**config.mk**
```make
export PLATFORM = sky130hd
export DESIGN_NAME = sram_burst_ctrl
export DESIGN_NICKNAME = d
export VERILOG_FILES = /design/src/rtl/sram_burst_ctrl_pkg.sv /design/src/rtl/sram_rd_fifo.sv /design/src/rtl/sram_burst_ctrl.sv
export SDC_FILE = /design/constraint.sdc
export NUM_CORES = 1
export LEC_CHECK = 0
export ABC_AREA = 1
export CAP_MARGIN = 20
export CELL_PAD_IN_SITES_DETAIL_PLACEMENT = 1
export CELL_PAD_IN_SITES_GLOBAL_PLACEMENT = 1
export CORE_MARGIN = 5
export CORE_UTILIZATION = 31
export DETAILED_ROUTE_END_ITERATION = 6
export MAX_ROUTING_LAYER = met4
export PLACE_DENSITY = 0.83
export SYNTH_ARGS = -nofsm -noshare
export SYNTH_HDL_FRONTEND = slang
export SYNTH_SLANG_ARGS = --single-unit
```
**constraint.sdc**
```tcl
create_clock -name CLK -period 4.85 [get_ports CLK]
set_input_delay 0.97 -clock CLK [delete_from_list [all_inputs] [get_ports CLK]]
set_output_delay 0.97 -clock CLK [all_outputs]
set_load 0.02 [all_outputs]
```
**src/rtl/sram_burst_ctrl_pkg.sv**
```systemverilog
// Shared definitions for the SRAM burst controller: default widths and the
// controller state encoding.
package sram_burst_ctrl_pkg;

  localparam int DEF_BITS       = 32;
  localparam int DEF_ADDR_WIDTH = 10;
  localparam int DEF_LEN_WIDTH  = 11;

  typedef enum logic [1:0] {
    ST_IDLE,
    ST_WRITE,
    ST_READ,
    ST_DRAIN
  } state_t;

endpackage

```
**src/rtl/sram_rd_fifo.sv**
```systemverilog
// Two-entry read-data buffer between the SRAM Q pins and the read stream.
// Push and pop may happen in the same cycle.
module sram_rd_fifo #(
  parameter int BITS = 32
) (
  input  logic            CLK,
  input  logic            RST_N,
  input  logic            push,
  input  logic [BITS-1:0] push_data,
  input  logic            pop,
  output logic [BITS-1:0] head,
  output logic [1:0]      count
);

  logic [BITS-1:0] mem [2];
  logic            rd_ptr;
  logic            wr_ptr;

  always_ff @(posedge CLK or negedge RST_N) begin
    if (!RST_N) begin
      mem[0] <= '0;
      mem[1] <= '0;
      rd_ptr <= 1'b0;
      wr_ptr <= 1'b0;
      count  <= 2'd0;
    end else begin
      if (push) begin
        mem[wr_ptr] <= push_data;
        wr_ptr      <= ~wr_ptr;
      end
      if (pop) begin
        rd_ptr <= ~rd_ptr;
      end
      count <= count + {1'b0, push} - {1'b0, pop};
    end
  end

  assign head = mem[rd_ptr];

endmodule

```
**src/rtl/sram_burst_ctrl.sv**
```systemverilog
// Burst controller for a single-port synchronous SRAM: write bursts from a
// valid/ready stream, read bursts to a backpressured valid/ready stream.
module sram_burst_ctrl
  import sram_burst_ctrl_pkg::*;
#(
  parameter int BITS       = DEF_BITS,
  parameter int ADDR_WIDTH = DEF_ADDR_WIDTH,
  parameter int LEN_WIDTH  = DEF_LEN_WIDTH
) (
  input  logic                  CLK,
  input  logic                  RST_N,
  input  logic                  cmd_valid,
  output logic                  cmd_ready,
  input  logic                  cmd_write,
  input  logic [ADDR_WIDTH-1:0] cmd_addr,
  input  logic [LEN_WIDTH-1:0]  cmd_len,
  input  logic                  wr_valid,
  output logic                  wr_ready,
  input  logic [BITS-1:0]       wr_data,
  output logic                  rd_valid,
  input  logic                  rd_ready,
  output logic [BITS-1:0]       rd_data,
  output logic                  done,
  output logic                  sram_CEN,
  output logic                  sram_WEN,
  output logic [ADDR_WIDTH-1:0] sram_A,
  output logic [BITS-1:0]       sram_D,
  input  logic [BITS-1:0]       sram_Q
);

  state_t                state;
  logic [ADDR_WIDTH-1:0] addr;
  logic [LEN_WIDTH-1:0]  remaining;
  logic                  inflight;
  logic [1:0]            fifo_count;
  logic                  pop;
  logic                  issue;
  logic                  wr_access;
  logic                  drain_done;
  logic [2:0]            occupancy;

  assign cmd_ready = (state == ST_IDLE);
  assign wr_ready  = (state == ST_WRITE);
  assign rd_valid  = (fifo_count != 2'd0);
  assign pop       = rd_valid && rd_ready;
  assign wr_access = (state == ST_WRITE) && wr_valid;

  // A read may issue only if its word is guaranteed a FIFO slot on arrival.
  assign occupancy = {1'b0, fifo_count} + {2'b00, inflight} - {2'b00, pop};
  assign issue     = (state == ST_READ) && (occupancy < 3'd2);

  // Finish on the cycle the last word leaves, so done lands right after it.
  assign drain_done = (state == ST_DRAIN) && !inflight &&
                      ((fifo_count == 2'd0) || ((fifo_count == 2'd1) && pop));

  sram_rd_fifo #(.BITS(BITS)) u_fifo (
    .CLK       (CLK),
    .RST_N     (RST_N),
    .push      (inflight),
    .push_data (sram_Q),
    .pop       (pop),
    .head      (rd_data),
    .count     (fifo_count)
  );

  always_comb begin
    sram_CEN = 1'b1;
    sram_WEN = 1'b1;
    sram_A   = '0;
    sram_D   = '0;
    if (wr_access) begin
      sram_CEN = 1'b0;
      sram_WEN = 1'b0;
      sram_A   = addr;
      sram_D   = wr_data;
    end else if (issue) begin
      sram_CEN = 1'b0;
      sram_A   = addr;
    end
  end

  always_ff @(posedge CLK or negedge RST_N) begin
    if (!RST_N) begin
      state     <= ST_IDLE;
      addr      <= '0;
      remaining <= '0;
      inflight  <= 1'b0;
      done      <= 1'b0;
    end else begin
      done     <= 1'b0;
      inflight <= issue;
      case (state)
        ST_IDLE: begin
          if (cmd_valid) begin
            addr      <= cmd_addr;
            remaining <= cmd_len;
            if (cmd_len == '0) begin
              done <= 1'b1;
            end else begin
              state <= cmd_write ? ST_WRITE : ST_READ;
            end
          end
        end
        ST_WRITE: begin
          if (wr_valid) begin
            addr      <= addr + 1'b1;
            remaining <= remaining - 1'b1;
            if (remaining == LEN_WIDTH'(1)) begin
              state <= ST_IDLE;
              done  <= 1'b1;
            end
          end
        end
        ST_READ: begin
          if (issue) begin
            addr      <= addr + 1'b1;
            remaining <= remaining - 1'b1;
            if (remaining == LEN_WIDTH'(1)) begin
              state <= ST_DRAIN;
            end
          end
        end
        ST_DRAIN: begin
          if (drain_done) begin
            state <= ST_IDLE;
            done  <= 1'b1;
          end
        end
        default: state <= ST_IDLE;
      endcase
    end
  end

endmodule
```
Word level (Yosys, flattened, before mapping)
Cells that the tools add are included.
- output and inout port bits: 80
- register bits: 93
- input port bits: 91
- add/sub/neg operators: 6
- magnitude comparators: 4
- multiplexer cells: 35
- reductions and logical operators: 16
- equality and inequality tests: 12
- bitwise logic cells: 4
- operators by type and width (kind ; count):
    2-to-1 mux 32 bit ; 5
    bitwise mux 64 bit ; 1
    2-to-1 mux 10 bit ; 5
    2-to-1 mux 11 bit ; 3
    one-hot mux 11 bit (3 select lines) ; 1
    demux 32 bit (select 1 bit) ; 1
    one-hot mux 10 bit (3 select lines) ; 1
    2-to-1 mux 2 bit ; 8
    equality test 11 x 1 -> 1 bit (second input constant) ; 1
    logical NOT 11 bit ; 1
    subtractor 11 x 1 -> 11 bit (second input constant) ; 1
    adder 10 x 1 -> 10 bit (second input constant) ; 1
    inequality test 2 bit (second input constant) ; 5
    2-to-1 mux 1 bit ; 8
    one-hot mux 2 bit (4 select lines) ; 1
    logical AND 1 bit ; 7
    AND reduction 7 bit ; 1
    equality test 2 x 1 -> 1 bit (second input constant) ; 2
    equality test 2 bit (second input constant) ; 2
    greater-or-equal comparator 2 bit (second input constant) ; 2
    logical NOT 2 bit ; 2
    inequality test 2 x 1 -> 1 bit (second input constant) ; 2
    inverter 1 -> 2 bit ; 2
    AND reduction 4 bit ; 1
    12 further kinds ; 13

Longest topological paths before layout
Gate-level depths: netlist of run 1.
- depth in word-level cells: 7
- gate-level depth with buffers: 17
- mapped depth without buffers: 17

By module
Synthesis of run 1 repeated with hierarchy kept, for this count alone.
- cell total of the unflattened synthesis: 731
- area total of the unflattened synthesis: 5251.3 um^2
- modules (own cells, without submodules) (module ; times used ; sequential area each (um^2) ; cells an instance ; area an instance (um^2)):
    sram_rd_fifo ; 1 ; 1701.6 ; 361 ; 2982.9
    sram_burst_ctrl ; 1 ; 625.6 ; 370 ; 2268.4

Least setup slack after synthesis of run 1
OpenSTA, ideal clock, no wires.
- path type: in2out
- start: input rd_ready
- end: output sram_A[0]
- required time: 3.880 ns
- stages on the path: 14
- setup slack: 0.986 ns
- data arrival time: 2.894 ns
- path through: nand2_1 > inv_1 > ha_1 > inv_1 > ha_1 > fa_1 > inv_1 > nand2_1 > nor2_4 > nand2_2 > nand2_1 > inv_1 > buf_2 > nor2_1
- longest elaborated chain between the ends: 6
- RTL lines (item ; line ; RTL):
    start: declaration ; sram_burst_ctrl.sv:21 ; input logic rd_ready,
    logical AND 1 bit ; sram_burst_ctrl.sv:45 ; assign pop = rd_valid && rd_ready;
    named net pop ; sram_burst_ctrl.sv:36 ; logic pop;
    subtractor 3 x 1 -> 3 bit ; sram_burst_ctrl.sv:49 ; assign occupancy = {1'b0, fifo_count} + {2'b00, inflight} - {2'b00, pop};
    named net occupancy[1] ; sram_burst_ctrl.sv:40 ; logic [2:0] occupancy;
    < comparator 3 x 2 -> 1 bit ; sram_burst_ctrl.sv:50 ; assign issue = (state == ST_READ) && (occupancy < 3'd2);
    logical AND 1 bit ; sram_burst_ctrl.sv:50 ;
    2-to-1 mux 10 bit ; sram_burst_ctrl.sv:76 ; end else if (issue) begin
    2-to-1 mux 10 bit ; sram_burst_ctrl.sv:71 ; if (wr_access) begin
    end: declaration ; sram_burst_ctrl.sv:26 ; output logic [ADDR_WIDTH-1:0] sram_A,
The timed path passes the listed nets, and every way through them passes these cells.

Worst setup path in the final report of run 1
- start: input rd_ready
- end: output sram_A[9]
The elaborated chain is that of the path after synthesis.

==> run_results.csv, run 1 <==
group,metric,value,unit
sta,worstMarginPinSlew,0.818,ns
clocking,postCtsHoldBufs,0,
layout,syn_to_final_growth,43.5,%
pwr,peakVddDrop,0.204,mV
layout,layout_commonest_cell,"nand2_1",
global_routing,grtUsageTotal,17.5,%
placed_design,hpwl,11.7,mm
pwr,power_density,659,mW/mm2
critical_path,start_kind,"primary input",
synth,synth-seq-area-share,45.8,%
synth,synth-seq-cells,93,
global_routing,grt_pass1_wl,25.6,mm
critical_path,worst_r2r_path_depth,16,
clocking,cts_tree,"built",
global_routing,grt_start_max_net_pins,65,
pwr,p_seq_share,29.8,%
synth,async_flop_share,100,%
synth,yosysWarnings,0,
global_routing,grt_overflow,0,
critical_path,r2r-end,"addr[5]",
clocking,root_buffer,"clkbuf_16",
sta,slew_viol_final,0,
floorplanning,die_area,0.0190,mm2
floorplanning,io_pins,171,
sta,hold_slack,0.479,ns
job,cap_violations,0,
floorplanning,core_area,0.0160,mm2
pwr,intPower,0.00262,W
critical_path,r2r-start,"u_fifo.count[1]",
sta,min_period_over_period,101,%
synth,syn_inst,715,
layout,most-common-layout-cells,"235 x nand2_1, 168 x clkdlybuf4s50_1, 117 x inv_1",
clocking,htree_levels,3,
critical_path,path_max_fanout,11,
layout,diodes,0,
sta,max_freq,204,MHz
floorplanning,die_w,138,um
layout,final_nets,975,
sta,fin_skew,0.00862,ns
sta,period_needed,4.90,ns
critical_path,crit_type,"in2out",
drt,drc,0,
sta,finalSetupTns,-0.130,ns
pwr,power_frac_comb,56.3,%
outcome,status,"finished with violations",
pwr,p_switching,0.00217,W
synth,synth.top_cell.area_share,45.8,%
outcome,violations,"negative setup slack",
placed_design,dp_cells,1077,
floorplanning,start_util,31.7,%
drt,post_drt_wl_per_cell,14.4,um
critical_path,worst-endpoint-arrival,3.93,ns
drt,vias_per_cell,4.58,
synth,ys.flop_type,"dfrtp_1",
sta,hold_viol,0,
clocking,cts_buffer_depth,2,
sta,worst_slack,-0.0450,ns
pwr,p_leak,3.66,nW
drt,drtPass1Iterations,4,
drt,route.vias.total,5020,
synth,post-synth-top-area-cell,"dfrtp_1",
pwr,swShare,45.3,%
worst_hold_path,worstHoldPathCells,2,
critical_path,cp-end-kind,"primary output",
worst_hold_path,hold_start,"addr[9]",
layout,final_util,45.5,%
synth,synth_area,0.00508,mm2
synth,synth_cell_type_count,30,
placed_design,portBuffers,170,
global_routing,antenna_found_initial,0,
pwr,p_clk_share,13.9,%
layout,instances_no_fill,1095,
clocking,clk_latency,0.35,ns
floorplanning,dieHeight,138,um
clocking,clk_pin_slew,0.07,ns
floorplanning,placementRows,46,
layout,layout-drive-gt1-share,4.89,%
sta,relSlewSlack,45.4,%
sta,setup_viol,5,
placed_design,gp_congestion,0.790,
synth,syn_avg_cell_area,7.10,um2
drt,drtIter0Drc,224,
clocking,cts.sinks,93,
synth,synth_edf_count,0,
clocking,cts_buffers,9,
worst_hold_path,min-delay-path-class,"reg2reg",
synth,synth_nets,816,
worst_hold_path,holdPathEnd,"addr[9]",
critical_path,cp.required,3.88,ns
global_routing,grt_pass1_vias,5270,
synth,synthTopCellsByArea,"dfrtp_1 46%, nand2_1 18%, o21ai_0 9.6%",
drt,drt_wl_total,15.7,mm
sta,rsz0062_at_grt,"yes",
drt,ant_nets,0,
critical_path,regToRegSetupSlack,1.67,ns
placed_design,pre_cts_slack,-0.129,ns
==> metal layers <==
| layer | GRT usage [%] | vias to the layer above | routed length (um) |
|---|---|---|---|
| li1 | - | 2493 | - |
| met1 | 21.0 | 2361 | 6950 |
| met2 | 30.3 | 152 | 7670 |
| met3 | 3.30 | 14 | 940 |
| met4 | 4.61 | 0 | 178 |
| met5 | - | - | 0 |
==> through the flow <==
step | total power [W] | area, um2
finish | 0.00480 | 7280
detailed placement | 0.00417 | 6970
global placement | 0.00407 | 6970
floorplan | 0.00311 | 5080
global route | 0.00522 | 7280
CTS | 0.00486 | 7240
==> how the worst max path moves through the flow <==
| stage | to | start | slack (ns) |
|---|---|---|---|
| 5_1_grt | sram_A[4] | rd_ready | -0.25 |
| 2_1_floorplan | sram_A[0] | rd_ready | 0.99 |
| 3_3_place_gp | sram_CEN | rd_ready | -0.01 |
| 3_5_place_dp | sram_A[5] | rd_ready | -0.13 |
| 6_report | sram_A[9] | rd_ready | -0.05 |
| 4_1_cts | sram_CEN | rd_ready | -0.1 |
==> final cells by class <==
cell class	instances	area, um2
clock buffers	10	239
multi-input cells	473	2170
fillers	2057	8720
flip-flops and latches	93	2330
well taps	216	270
clock inverters	6	38.8
inverters	118	443
repair buffers	179	1790
==> logic make-up after synthesis <==
group                    after synthesis  share of synthesized area (%)
AO/OA/AOI/OAI                        121                           13.1
flip-flops                            93                           45.8
AND/OR/NAND/NOR                      337                           26.2
buffers and inverters                149                           11.4
adder cells (fa/ha/maj)               10                           2.61
XOR/XNOR                               5                          0.863
==> power by group through the flow <==
| stage | registers [W] | logic, W | clock network (W) |
|---|---|---|---|
| global route | 0.00148 | 0.00302 | 0.000718 |
| CTS | 0.00143 | 0.00274 | 0.000683 |
| finish | 0.00143 | 0.00270 | 0.000666 |
| global placement | 0.00142 | 0.00265 | 0 |
| detailed placement | 0.00144 | 0.00272 | 0 |
| floorplan | 0.00137 | 0.00174 | 0 |
==> flip-flops by register name, summed over array words and instances (netlist names) <==
| name | flops |
|---|---|
| addr | 10 |
| done | 1 |
| inflight | 1 |
| remaining | 11 |
| state | 2 |
| u_fifo.count | 2 |
| u_fifo.mem | 64 |
| u_fifo.rd_ptr | 1 |
| u_fifo.wr_ptr | 1 |
==> critical path: stages <==
cell and delay [ns]:
clkdlybuf4s50_1 0.44, nand2_1 0.11, inv_1 0.05, ha_1 0.26, inv_1 0.04, ha_1 0.18
fa_1 0.47, inv_1 0.07, nand2_1 0.08, nor2_4 0.10, nand2_2 0.05, nand2_1 0.08
inv_1 0.21, nor2_1 0.18, clkdlybuf4s50_1 0.62
==> repair_timing <==
| item | 4_1_cts | 5_1_grt |
|---|---|---|
| endpoints found under the setup margin | 11 | 10 |
| gates resized for setup | 1 | 0 |
| endpoints found under the hold margin | 0 | 0 |
| setup buffers | 0 | 0 |
==> synth_stat cells, types with 3 or more instances <==
master	number
nand2_1	237
nand4_1	6
xor2_1	3
nor2_1	68
nand2_2	3
a22oi_2	3
nor2_2	5
o21ai_0	97
a21oi_1	10
nand3_1	17
inv_1	117
ha_1	9
clkbuf_1	26
dfrtp_1	93
No activity file was read; power rests on OpenSTA's default activity.
==> inputs of run 2 (changes only) <==
--- a/config.mk
+++ b/config.mk
@@ -14,6 +14,7 @@
 export DETAILED_ROUTE_END_ITERATION = 6
 export MAX_ROUTING_LAYER = met4
 export PLACE_DENSITY = 0.83
+export SETUP_SLACK_MARGIN = 0.4
 export SYNTH_ARGS = -nofsm -noshare
 export SYNTH_HDL_FRONTEND = slang
 export SYNTH_SLANG_ARGS = --single-unit
==> run 2 against run 1 <==
  * Non-clock buffer count rose by 6
  * Critical path type unchanged
  * Largest power group unchanged
  * Die area did not move
  * Fmax rose by 14%
  * The flow now finishes without violations
  * Global-route usage rose by 0.10 points
==> run_results.csv, run 2 (synthesis results as in run 1) <==
group,metric,value,unit
drt,drt_wl_total,15.9,mm
clocking,cts_buffers,9,
layout,reg_top3,"u_fifo.mem (64), remaining (11), addr (10)",
worst_hold_path,holdPathEnd,"addr[9]",
layout,most-common-layout-cells,"234 x nand2_1, 157 x clkdlybuf4s50_1, 116 x inv_1",
sta,hold_slack,0.479,ns
layout,layout_commonest_cell,"nand2_1",
critical_path,r2r-end,"addr[5]",
placed_design,gp_congestion,0.790,
pwr,power_frac_comb,56.6,%
drt,post_drt_wl_per_cell,14.4,um
global_routing,grt_start_max_net_pins,65,
sta,rsz0062_at_grt,"no",
floorplanning,die_w,138,um
global_routing,antenna_found_initial,0,
critical_path,cp.required,3.88,ns
critical_path,r2r-start,"u_fifo.count[1]",
outcome,status,"complete, no violations",
global_routing,grtUsageTotal,17.6,%
drt,drc,0,
pwr,power_density,662,mW/mm2
sta,max_freq,232,MHz
worst_hold_path,worstHoldPathCells,2,
floorplanning,core_area,0.0160,mm2
layout,syn_to_final_growth,43.6,%
floorplanning,io_pins,171,
drt,drtIter0Drc,268,
floorplanning,placementRows,46,
layout,largest_reg_flops,64,
sta,setup_viol,0,
job,cap_violations,0,
critical_path,start_kind,"primary input",
sta,hold_viol,0,
sta,period_needed,4.31,ns
critical_path,path_max_fanout,6,
critical_path,cp-end-kind,"primary output",
drt,ant_nets,0,
critical_path,regToRegSetupSlack,1.69,ns
sta,finalSetupTns,0,ns
floorplanning,start_util,31.7,%
sta,relSlewSlack,44.9,%
drt,vias_per_cell,4.61,
layout,diodes,0,
worst_hold_path,min-delay-path-class,"reg2reg",
global_routing,grt_pass1_vias,5310,
floorplanning,die_area,0.0190,mm2
pwr,p_clk_share,13.8,%
drt,drtPass1Iterations,4,
placed_design,hpwl,11.7,mm
sta,fin_skew,0.00856,ns
global_routing,grt_pass1_wl,25.8,mm
critical_path,worst-endpoint-arrival,3.34,ns
clocking,htree_levels,3,
clocking,cts_buffer_depth,2,
pwr,p_seq_share,29.6,%
pwr,p_switching,0.00219,W
global_routing,grt_overflow,0,
drt,route.vias.total,5076,
layout,final_util,45.6,%
clocking,cts_tree,"built",
worst_hold_path,hold_start,"addr[9]",
floorplanning,dieHeight,138,um
pwr,p_leak,3.70,nW
sta,min_period_over_period,88.8,%
clocking,cts.sinks,93,
sta,worstMarginPinSlew,0.826,ns
layout,regMostFlops,"u_fifo.mem",
pwr,intPower,0.00264,W
clocking,root_buffer,"clkbuf_16",
clocking,clk_latency,0.35,ns
clocking,clk_pin_slew,0.07,ns
pwr,peakVddDrop,0.204,mV
pwr,swShare,45.3,%
critical_path,worst_r2r_path_depth,16,
layout,fill_cells,2063,
layout,layout-drive-gt1-share,7.01,%
layout,final_nets,981,
sta,slew_viol_final,0,
critical_path,crit_type,"in2out",
placed_design,portBuffers,170,
-- run 2: worst max-delay path, stage by stage --
cell and delay [ns]:
dlygate4sd2_1 0.26, nand2_1 0.08, inv_1 0.05, ha_1 0.26
inv_1 0.04, ha_1 0.18, fa_1 0.46, inv_1 0.07
nand2_1 0.08, nor2_4 0.10, nand2_2 0.06, nand2_2 0.08
clkinvlp_4 0.11, buf_4 0.17, nor2_1 0.09, clkdlybuf4s15_2 0.26
-- run 2: what timing repair did --
action	in CTS	in global routing
resized for setup	40	7
setup buffers	5	1
hold buffers	0	0
pin swaps	2	1
endpoints found under the setup margin	11	8
-- run 2: worst max path at each step --
stage	from	endpoint	slack, ns	cells after the start
final	rd_ready	sram_A[3]	0.54	16
after global routing	rd_ready	sram_A[2]	0.41	16
after CTS	rd_ready	sram_CEN	0.48	16
after detailed placement	rd_ready	sram_A[5]	-0.13	15
after global placement	rd_ready	sram_CEN	-0.01	14
after floorplan	rd_ready	sram_A[0]	0.99	14
-- run 2: power groups by stage --
stage	clock network, W	registers (W)	logic [W]
after global placement	0	0.00142	0.00265
after floorplan	0	0.00137	0.00174
final	0.000665	0.00143	0.00273
after CTS	0.000683	0.00143	0.00277
after detailed placement	0	0.00144	0.00272
after global routing	0.000719	0.00148	0.00305
-- run 2: layer usage --
metal | wire length (um) | GRT usage (%) | vias up
met4 | 185 | 4.61 | 0
met1 | 6940 | 21.0 | 2399
met3 | 957 | 3.30 | 16
met5 | 0 | - | -
met2 | 7820 | 30.6 | 154
li1 | - | - | 2507
-- run 2: cell type report --
| cell class | count | area [um2] | share of cell area, % |
|---|---|---|---|
| Tap cell | 216 | 270 | 3.71 |
| Inverter | 118 | 447 | 6.13 |
| Clock buffer | 10 | 239 | 3.28 |
| Sequential cell | 93 | 2330 | 31.9 |
| Timing Repair Buffer | 185 | 1790 | 24.6 |
| Clock inverter | 6 | 38.8 | 0.532 |
| Multi-Input combinational cell | 473 | 2180 | 29.8 |
-- run 2: through the flow --
step                      instances  setup WS (ns)  area [um2]  total power, W
final                          1101          0.545        7290         0.00483
after global routing           1101          0.413        7290         0.00525
after CTS                      1098          0.482        7280         0.00488
after detailed placement       1077         -0.129        6970         0.00417
after global placement         1077        -0.0146        6970         0.00407
after floorplan                 715          0.986        5080         0.00311
